<file path="src/rtl/timer_chain_ctrl_pkg.sv">
// Shared types and constants for the timer_chain_ctrl interval timer.
// FSM states, register map and ctrl bit positions.
package timer_chain_ctrl_pkg;

  typedef enum logic [1:0] {
    STOP = 2'd0,
    ARM  = 2'd1,
    RUN  = 2'd2,
    DONE = 2'd3
  } tstate_t;

  localparam logic [1:0] ADDR_LO   = 2'd0;
  localparam logic [1:0] ADDR_HI   = 2'd1;
  localparam logic [1:0] ADDR_CTRL = 2'd2;
  localparam logic [1:0] ADDR_ACK  = 2'd3;

  localparam int CTRL_RUN       = 0;
  localparam int CTRL_PERIODIC  = 1;
  localparam int CTRL_DONE      = 2;
  localparam int CTRL_PRESC_LSB = 4;

  function automatic logic [7:0] ctrl_byte(
    input logic [3:0] presc,
    input logic       done,
    input logic       periodic,
    input logic       running
  );
    return {presc, 1'b0, done, periodic, running};
  endfunction

endpackage

</file>
<file path="src/rtl/timer_prescaler.sv">
// Divides the CLK strobe by (div+1) to form the counter tick.
// clr restarts the division and suppresses any tick in that cycle.
module timer_prescaler #(
  parameter int PRESCALE_W = 4
) (
  input  logic                  MasterClock,
  input  logic                  RESETL,
  input  logic                  clr,
  input  logic                  CLK,
  input  logic [PRESCALE_W-1:0] div,
  output logic                  tick
);

  logic [PRESCALE_W-1:0] pcnt;

  assign tick = CLK && !clr && (pcnt == div);

  always_ff @(posedge MasterClock or negedge RESETL) begin
    if (!RESETL) begin
      pcnt <= '0;
    end else if (clr || tick) begin
      pcnt <= '0;
    end else if (CLK) begin
      pcnt <= pcnt + 1'b1;
    end
  end

endmodule

</file>
<file path="src/rtl/timer_chain_ctrl.sv">
// CPU-programmable interval timer sequencing a toggle-cell counter chain.
// Define TIMER_CHAIN_CTRL_LATCH_EN for a coherent hi-byte read shadow.
module timer_chain_ctrl
  import timer_chain_ctrl_pkg::*;
#(
  parameter int WIDTH      = 16,
  parameter int PRESCALE_W = 4
) (
  input  logic             MasterClock,
  input  logic             RESETL,
  input  logic             CLK,
  input  logic             wr_en,
  input  logic [1:0]       addr,
  input  logic [7:0]       wr_data,
`ifdef TIMER_CHAIN_CTRL_LATCH_EN
  input  logic             rd_en,
`endif
  output logic [7:0]       rd_data,
  output logic             irq,
  output logic [WIDTH-1:0] count,
  output logic             running
);

  tstate_t state, state_nxt;

  logic [15:0]           reload_q;
  logic [WIDTH-1:0]      reload;
  logic [WIDTH-1:0]      count_nxt;
  logic [WIDTH-1:0]      inc;
  logic [WIDTH:0]        carry;
  logic [PRESCALE_W-1:0] presc;
  logic [15:0]           cnt_ext;
  logic [7:0]            hi_byte;

  logic periodic, done_flag, done_nxt;
  logic set_irq, pclr, tick, step, terminal;
  logic sel_lo, sel_hi, sel_ctrl, sel_ack;
  logic ctrl_wr, ack_wr, start;
  logic unused_bits;

  assign sel_lo   = (addr == ADDR_LO);
  assign sel_hi   = (addr == ADDR_HI);
  assign sel_ctrl = (addr == ADDR_CTRL);
  assign sel_ack  = (addr == ADDR_ACK);

  assign ctrl_wr = wr_en && sel_ctrl;
  assign ack_wr  = wr_en && sel_ack;
  assign start   = wr_data[CTRL_RUN];

  assign reload  = reload_q[WIDTH-1:0];
  assign running = (state == RUN);
  assign cnt_ext = 16'(count);

  assign unused_bits = wr_data[3];

  timer_prescaler #(
    .PRESCALE_W(PRESCALE_W)
  ) u_presc (
    .MasterClock(MasterClock),
    .RESETL     (RESETL),
    .clr        (pclr),
    .CLK        (CLK),
    .div        (presc),
    .tick       (tick)
  );

  // A ctrl write in RUN pre-empts the tick: stop or restart wins.
  assign step     = tick && running && !ctrl_wr;
  assign carry[0] = step;
  assign terminal = carry[WIDTH];

  for (genvar i = 0; i < WIDTH; i++) begin : g_cell
    assign inc[i]     = count[i] ^ carry[i];
    assign carry[i+1] = carry[i] & count[i];
  end

  always_comb begin
    state_nxt = state;
    count_nxt = count;
    done_nxt  = done_flag;
    set_irq   = 1'b0;
    pclr      = 1'b0;
    unique case (state)
      STOP, DONE: begin
        if (ctrl_wr && start) state_nxt = ARM;
      end
      ARM: begin
        count_nxt = reload;
        done_nxt  = 1'b0;
        pclr      = 1'b1;
        if (ctrl_wr) state_nxt = start ? ARM : STOP;
        else         state_nxt = RUN;
      end
      RUN: begin
        if (ctrl_wr) begin
          state_nxt = start ? ARM : STOP;
        end else if (terminal) begin
          set_irq = 1'b1;
          if (periodic) begin
            count_nxt = reload;
          end else begin
            count_nxt = '1;
            done_nxt  = 1'b1;
            state_nxt = DONE;
          end
        end else begin
          count_nxt = inc;
        end
      end
      default: state_nxt = STOP;
    endcase
  end

  always_ff @(posedge MasterClock or negedge RESETL) begin
    if (!RESETL) begin
      state     <= STOP;
      count     <= '0;
      reload_q  <= '0;
      periodic  <= 1'b0;
      presc     <= '0;
      done_flag <= 1'b0;
      irq       <= 1'b0;
    end else begin
      state     <= state_nxt;
      count     <= count_nxt;
      done_flag <= done_nxt;
      if (wr_en && sel_lo) reload_q[7:0]  <= wr_data;
      if (wr_en && sel_hi) reload_q[15:8] <= wr_data;
      if (ctrl_wr) begin
        periodic <= wr_data[CTRL_PERIODIC];
        presc    <= wr_data[CTRL_PRESC_LSB +: PRESCALE_W];
      end
      if (set_irq)     irq <= 1'b1;
      else if (ack_wr) irq <= 1'b0;
    end
  end

`ifdef TIMER_CHAIN_CTRL_LATCH_EN
  logic [7:0] shadow;

  always_ff @(posedge MasterClock or negedge RESETL) begin
    if (!RESETL) begin
      shadow <= '0;
    end else if (rd_en && sel_lo) begin
      shadow <= cnt_ext[15:8];
    end
  end

  assign hi_byte = shadow;
`else
  assign hi_byte = cnt_ext[15:8];
`endif

  always_comb begin
    rd_data = '0;
    unique case (1'b1)
      sel_lo:   rd_data = cnt_ext[7:0];
      sel_hi:   rd_data = hi_byte;
      sel_ctrl: rd_data = ctrl_byte(4'(presc), done_flag,
                                    periodic, running);
      sel_ack:  rd_data = '0;
      default:  rd_data = '0;
    endcase
  end

endmodule

</file>
<file path="config.mk">
export PLATFORM = sky130hd
export DESIGN_NAME = timer_chain_ctrl
export DESIGN_NICKNAME = d
export VERILOG_FILES = /design/src/rtl/timer_chain_ctrl_pkg.sv /design/src/rtl/timer_prescaler.sv /design/src/rtl/timer_chain_ctrl.sv
export SDC_FILE = /design/constraint.sdc
export NUM_CORES = 1
export LEC_CHECK = 0
export BUFFER_PORTS_ARGS = -buffer_cell sky130_fd_sc_hd__buf_2
export CAP_MARGIN = 10
export CORE_ASPECT_RATIO = 1.75
export CORE_MARGIN = 2
export CORE_UTILIZATION = 56
export DETAILED_ROUTE_END_ITERATION = 12
export HOLD_SLACK_MARGIN = 0.06
export PLACE_DENSITY = 0.79
export SLEW_MARGIN = 10
export SYNTH_ARGS = -nofsm -noshare
export SYNTH_HDL_FRONTEND = slang
export SYNTH_SLANG_ARGS = --single-unit
</file>
<file path="constraint.sdc">
create_clock -name MasterClock -period 5 [get_ports MasterClock]
set_input_delay 1.25 -clock MasterClock [delete_from_list [all_inputs] [get_ports MasterClock]]
set_output_delay 1.25 -clock MasterClock [all_outputs]
set_load 0.01 [all_outputs]
</file>
* Word-level counts from Yosys, hierarchy flattened
Cells that the tools add are included.
Storage, ports and cells: bits in registers 45, latch bits 0, RAM bits 0, bits in read-only memories 0, input port bits 14, output and inout bits 26, logic and storage cells 100, memories kept 0
Operators by class: add/sub/neg operators 1, multipliers 0, divide/modulo/power cells 0, magnitude comparators 0, equality and inequality tests 13, shift-type cells 0, muxes and demuxes 24, bitwise gates (word level) 32, reduce and logical (&&, ||, !) cells 21
Operators by type and width (number):
- 2-to-1 mux 16 bit | 3
- case mux 16 bit (2 select lines) | 1
- case mux 8 bit (3 select lines) | 1
- AND 1 bit | 16
- bitwise XOR 1 bit | 16
- 2-to-1 mux 1 bit | 10
- 2-to-1 mux 2 bit | 5
- logical AND 1 bit | 9
- equality test 2 bit, second input constant | 4
- 2-to-1 mux 4 bit | 2
- != test 2 bit, second input constant | 3
- case mux 2 bit (3 select lines) | 1
- nonzero test 2 bit | 3
- adder 4 x 1 -> 4 bit, second input constant | 1
- equality test 2 x 1 -> 1 bit, second input constant | 2
- equality test 4 bit | 1
- logical NOT 2 bit | 2
- AND reduction 4 bit | 1
- != test 3 x 1 -> 1 bit, second input constant | 1
- != test 3 x 2 -> 1 bit, second input constant | 1
- AND reduction 3 bit | 1
- logical NOT 1 bit | 2
- != test 2 x 1 -> 1 bit, second input constant | 1
- case mux 1 bit (2 select lines) | 1
- other kinds (3) | 3

* Depth between registers and ports, before layout
depth in word-level cells 27, mapped depth 25, mapped depth without buffers 23

* Hierarchy
From an unflattened synthesis, not the netlist that was laid out.
Unflattened totals: cell total of the unflattened synthesis 228, area total of the unflattened synthesis 2522.4 sq um
Modules (own cells, without submodules):
- timer_chain_ctrl | instances 1, cells an instance 202, area an instance 2242.2 sq um, sequential area each 1026.0 sq um
- timer_prescaler | instances 1, cells an instance 26, area an instance 280.3 sq um, sequential area each 100.1 sq um

* Least setup slack after synthesis
Ideal clock, no wire load.
path type input port to flip-flop, start input addr[0], end register count[0], setup time 0.126 ns, arrival time 5.336 ns, required time 4.874 ns, slack -0.461 ns, stages on the path 25, buffers on the path 4, cell sequence buf_2 nand3b_4 buf_4 and4_1 ha_1 ha_1 ha_1 ha_1 ha_1 ha_1 ha_1 ha_1 ha_1 ha_1 ha_1 ha_1 ha_1 ha_1 ha_1 ha_1 nand2b_1 clkbuf_2 buf_2 o22ai_1 mux2i_1
On the way: word-level cells in the longest chain between the ends 23, elaborated cells between the ends (all ways) 26, classes of those cells 2 x eq/ne; 3 x mux; 17 x bitwise; 4 x reduce/logical
RTL lines:
- start, declared | RTL line timer_chain_ctrl.sv:13 | input logic [1:0] addr,
- equality test 2 bit * | RTL line timer_chain_ctrl.sv:43 | assign sel_ctrl = (addr == ADDR_CTRL);
- logical AND 1 bit * | RTL line timer_chain_ctrl.sv:46 | assign ctrl_wr = wr_en && sel_ctrl;
- logical NOT 1 bit | RTL line timer_chain_ctrl.sv:68 | assign step = tick && running && !ctrl_wr;
- logical AND 1 bit | RTL line timer_chain_ctrl.sv:68
- AND 1 bit (16 in a row) | RTL line timer_chain_ctrl.sv:74 | assign carry[i+1] = carry[i] & count[i];
- 2-to-1 mux 16 bit | RTL line timer_chain_ctrl.sv:97 | end else if (terminal) begin
- 2-to-1 mux 16 bit | RTL line timer_chain_ctrl.sv:95 | if (ctrl_wr) begin
- case mux 16 bit (2 select lines) | RTL line timer_chain_ctrl.sv:83 | unique case (state)
- end signal, assigned | RTL line timer_chain_ctrl.sv:125 | count <= count_nxt;
- end, declared | RTL line timer_chain_ctrl.sv:20 | output logic [WIDTH-1:0] count,
Every way passes the cells marked *; elsewhere a longest branch is shown, timed or not. The select of a mux whose other input is x is not followed. A chain may end at the register's enable or synchronous reset.

* Worst setup path after layout
start input CLK, end register count[6]
On the way: word-level cells in the longest chain between the ends 23, elaborated cells between the ends (all ways) 24, classes of those cells 3 x mux; 17 x bitwise; 4 x reduce/logical
RTL lines:
- start, declared | RTL line timer_chain_ctrl.sv:11 | input logic CLK,
- logical AND 1 bit * (2 in a row) | RTL line timer_prescaler.sv:16 | assign tick = CLK && !clr && (pcnt == div);
- logical AND 1 bit * (2 in a row) | RTL line timer_chain_ctrl.sv:68
- AND 1 bit * (6 in a row) | RTL line timer_chain_ctrl.sv:74
- AND 1 bit (10 in a row) | RTL line timer_chain_ctrl.sv:74
- 2-to-1 mux 16 bit * | RTL line timer_chain_ctrl.sv:97
- 2-to-1 mux 16 bit * | RTL line timer_chain_ctrl.sv:95
- case mux 16 bit (2 select lines) * | RTL line timer_chain_ctrl.sv:83
Marked as above.

==> summary.txt <==
Combinational Power Share: 0.433
Placer congestion estimate: 0.7767
Syn Inst Count: 211
Post-DP HPWL: 4.265 mm
Area Overhead vs Synth: 21.36%
Clock buffer count from CTS: 5
R2R depth: 24
Reg power frac: 0.403
Vias in the first global route: 1853
Final setup fails: 0
Power per standard cell area: 533.5 nW/um2
CTS Root Cell: clkbuf_8
WP data arrival: 4.89 ns
Die height: 92.21 um
Die X: 54.41 um
DRC viols: 0
Die area: 5017 um2
Synthesized flop and latch total: 45
Fmax: 0.2142 GHz
Hold Fails Final Rpt: 0
Outcome: complete, no violations
Place WS: 0.02051 ns
Port buffer count: 39
CTS H-Tree Depth: 2
Sequential-to-total area share from yosys stat: 0.4523
Clock transition at path regs: 0.08 ns
Slew Limit Fails: 0
Sw frac: 0.3992
Leak pwr: 0.001445 uW
Largest net degree at the start of global routing: 46
First-pass GRT wire length: 9.087 mm
Maximum vdd drop: 319.2 uV
FFs w/ async S/R, synth: 1.000
Required time of the critical path: 5.22 ns
CTS hold repair buffers: 0
Final wirelength: 5.683 mm
Worst Tran Pin Value: 1.010 ns
CTS-repair resized insts: 0
Endpoint type of the worst setup path: flip-flop
MaxCap Viol Count: 0
Dominant synthesized flop cell: dfrtp_1
Initial antenna violation count: 0
Post-route ant nets: 0
Routed len/inst: 18.63 um
Post-synth EDFFs: 0
Clock share of power: 0.164
Synthesized area: 2490 um2
Hold path cells: 1
Syn nets: 244
Core Box Area: 4324 um2
Tcrit/Tclk final: 0.9339
Clock Latency Late Sink: 0.30 ns
N_diodes: 0
CP Launch Type: primary input
# nets final: 287
Clk buf depth: 2
Synthesized area per cell: 11.80 um2
Setup TNS: 0 ns
Cell Int Power: 968.4 uW
RSZ-0062 raised after global routing: no
CTS tree: done
Setup ws final: 0.3306 ns
Unique cell type count in the Yosys netlist: 34
Initial Utilization: 0.5758
Worst hold path type: reg2reg
First-pass iteration count of the detailed router: 4
Number of DRC markers in iteration 0: 28
Final Power: 1612 uW
Post-CTS repair timing setup buffer count: 0
Clock skew: 0.006370 ns
Gr usage total: 0.2575
Kind of critical path: in2reg
Worst slew margin: 0.3263
Synth warn: 0
Ports: 40
CTS sink cnt: 45
Share of post-route cells with drive strength above 1: 0.3858
Number of core rows: 32
Via/cell ratio: 5.856
Crit-path max FO: 16
Min Clock Period, post-route: 4.669 ns
Total gr overflow: 0
Vias: 1786
Net Switching: 643.6 uW
-- final timing paths --
path | from | to | slack (ns)
min in group asynchronous | RESETL | count[12] | 1.12
setup reg to reg | state[1] | count[6] | 0.66
setup / recovery | CLK | count[6] | 0.33
max in group asynchronous | RESETL | count[11] | 3.26
hold / removal | reload[4] | reload[4] | 0.51
hold reg to reg | reload[4] | reload[4] | 0.51
-- critical path, cell delays in order --
cell and delay, ns:
buf_2 0.11, nor3b_1 0.14, and4_1 0.22, ha_2 0.19, ha_4 0.16, ha_4 0.15, ha_4 0.16, ha_4 0.16
ha_4 0.15, ha_4 0.15, ha_4 0.15, ha_4 0.16, ha_4 0.15, ha_4 0.16, ha_4 0.15, ha_4 0.15
ha_4 0.15, ha_4 0.16, ha_4 0.17, a21boi_2 0.13, buf_4 0.23, o22ai_1 0.12, mux2i_1 0.15
-- metrics by stage --
stage / hold WS [ns] / util / area [um2] / cells
detailed placement: 0.4975 / 0.6748 / 2918 / 298
global route: 0.5298 / 0.6988 / 3022 / 305
finish: 0.5140 / 0.6988 / 3022 / 305
CTS: 0.5165 / 0.6988 / 3022 / 305
floorplan: 0.4803 / - / 2713 / 211
global placement: 0.4926 / 0.6748 / 2918 / 298
-- cell type report --
type                       count  area [um2]
clock buffer                   5       68.82
clock inverter                 2       35.03
fill                         342        1303
inverter                      20       75.07
multi-input combinational    136        1405
sequential                    45        1126
tap                           51       63.81
timing repair buffer          46       247.7
-- synthesized netlist by cell type (5+ instances only) --
| cell | instances | area, um2 |
|---|---|---|
| dfrtp_1 | 45 | 1126 |
| nand2_1 | 8 | 30.03 |
| mux2_2 | 22 | 247.7 |
| mux2i_1 | 25 | 250.2 |
| o21ai_0 | 10 | 50.05 |
| o22ai_1 | 16 | 100.1 |
| ha_1 | 19 | 237.7 |
| a211oi_1 | 5 | 37.54 |
| inv_1 | 20 | 75.07 |
| xor2_1 | 6 | 52.55 |
-- placed cells by master (no fill, tap or decap) --
| master | instances |
|---|---|
| a211oi_1 | 5 |
| a21boi_2 | 1 |
| a21oi_1 | 3 |
| a221oi_1 | 1 |
| a31oi_1 | 3 |
| and3_1 | 1 |
| and4_1 | 1 |
| buf_2 | 39 |
| buf_4 | 7 |
| bufinv_16 | 1 |
| clkbuf_8 | 5 |
| clkinv_2 | 1 |
| dfrtp_1 | 45 |
| ha_1 | 3 |
| ha_2 | 1 |
| ha_4 | 15 |
| inv_1 | 20 |
| mux2_2 | 22 |
| mux2i_1 | 25 |
| nand2_1 | 8 |
| nand2b_4 | 1 |
| nand3b_2 | 1 |
| nand3b_4 | 1 |
| nand4_1 | 1 |
| nor2_1 | 2 |
| nor2b_1 | 3 |
| nor3_1 | 1 |
| nor3b_1 | 1 |
| nor3b_4 | 1 |
| o21ai_0 | 10 |
| o21ai_4 | 1 |
| o22ai_1 | 16 |
| or2_2 | 1 |
| xnor2_1 | 1 |
| xor2_1 | 6 |
-- power by group through the flow --
stage	logic [uW]	clock network, uW	registers [uW]
after floorplan	486	0	651
after global placement	677	0	653
after detailed placement	702	0	657
after CTS	705	271	649
after global routing	777	289	665
final	697	265	650
-- state kept, by name (all words and copies together), names as in the netlist --
register	count
count	16
done_flag	1
irq	1
periodic	1
presc	4
reload	16
state	2
u_presc.pcnt	4
-- layer usage --
| layer | wire [um] | global-route usage | vias up |
|---|---|---|---|
| li1 | - | - | 843 |
| met1 | 2111 | 0.2848 | 896 |
| met2 | 3255 | 0.4618 | 38 |
| met3 | 185 | 0.03909 | 9 |
| met4 | 130 | 0.1021 | 0 |
| met5 | 0 | 0 | - |
-- kinds of logic (layout without fill, tap and decap cells) --
| group | after synthesis | count (layout) | share of synthesized area |
|---|---|---|---|
| muxes | 47 | 47 | 0.2000 |
| DFF | 45 | 45 | 0.4523 |
| AOI/OAI and AO/OA | 40 | 40 | 0.1035 |
| buffers and inverters | 30 | 73 | 0.06281 |
| and+or+nand+nor | 23 | 23 | 0.06132 |
| adders and majority gates | 19 | 19 | 0.09548 |
| xor gates and xnor gates | 7 | 7 | 0.02462 |
No activity file was read; power rests on OpenSTA's default activity.
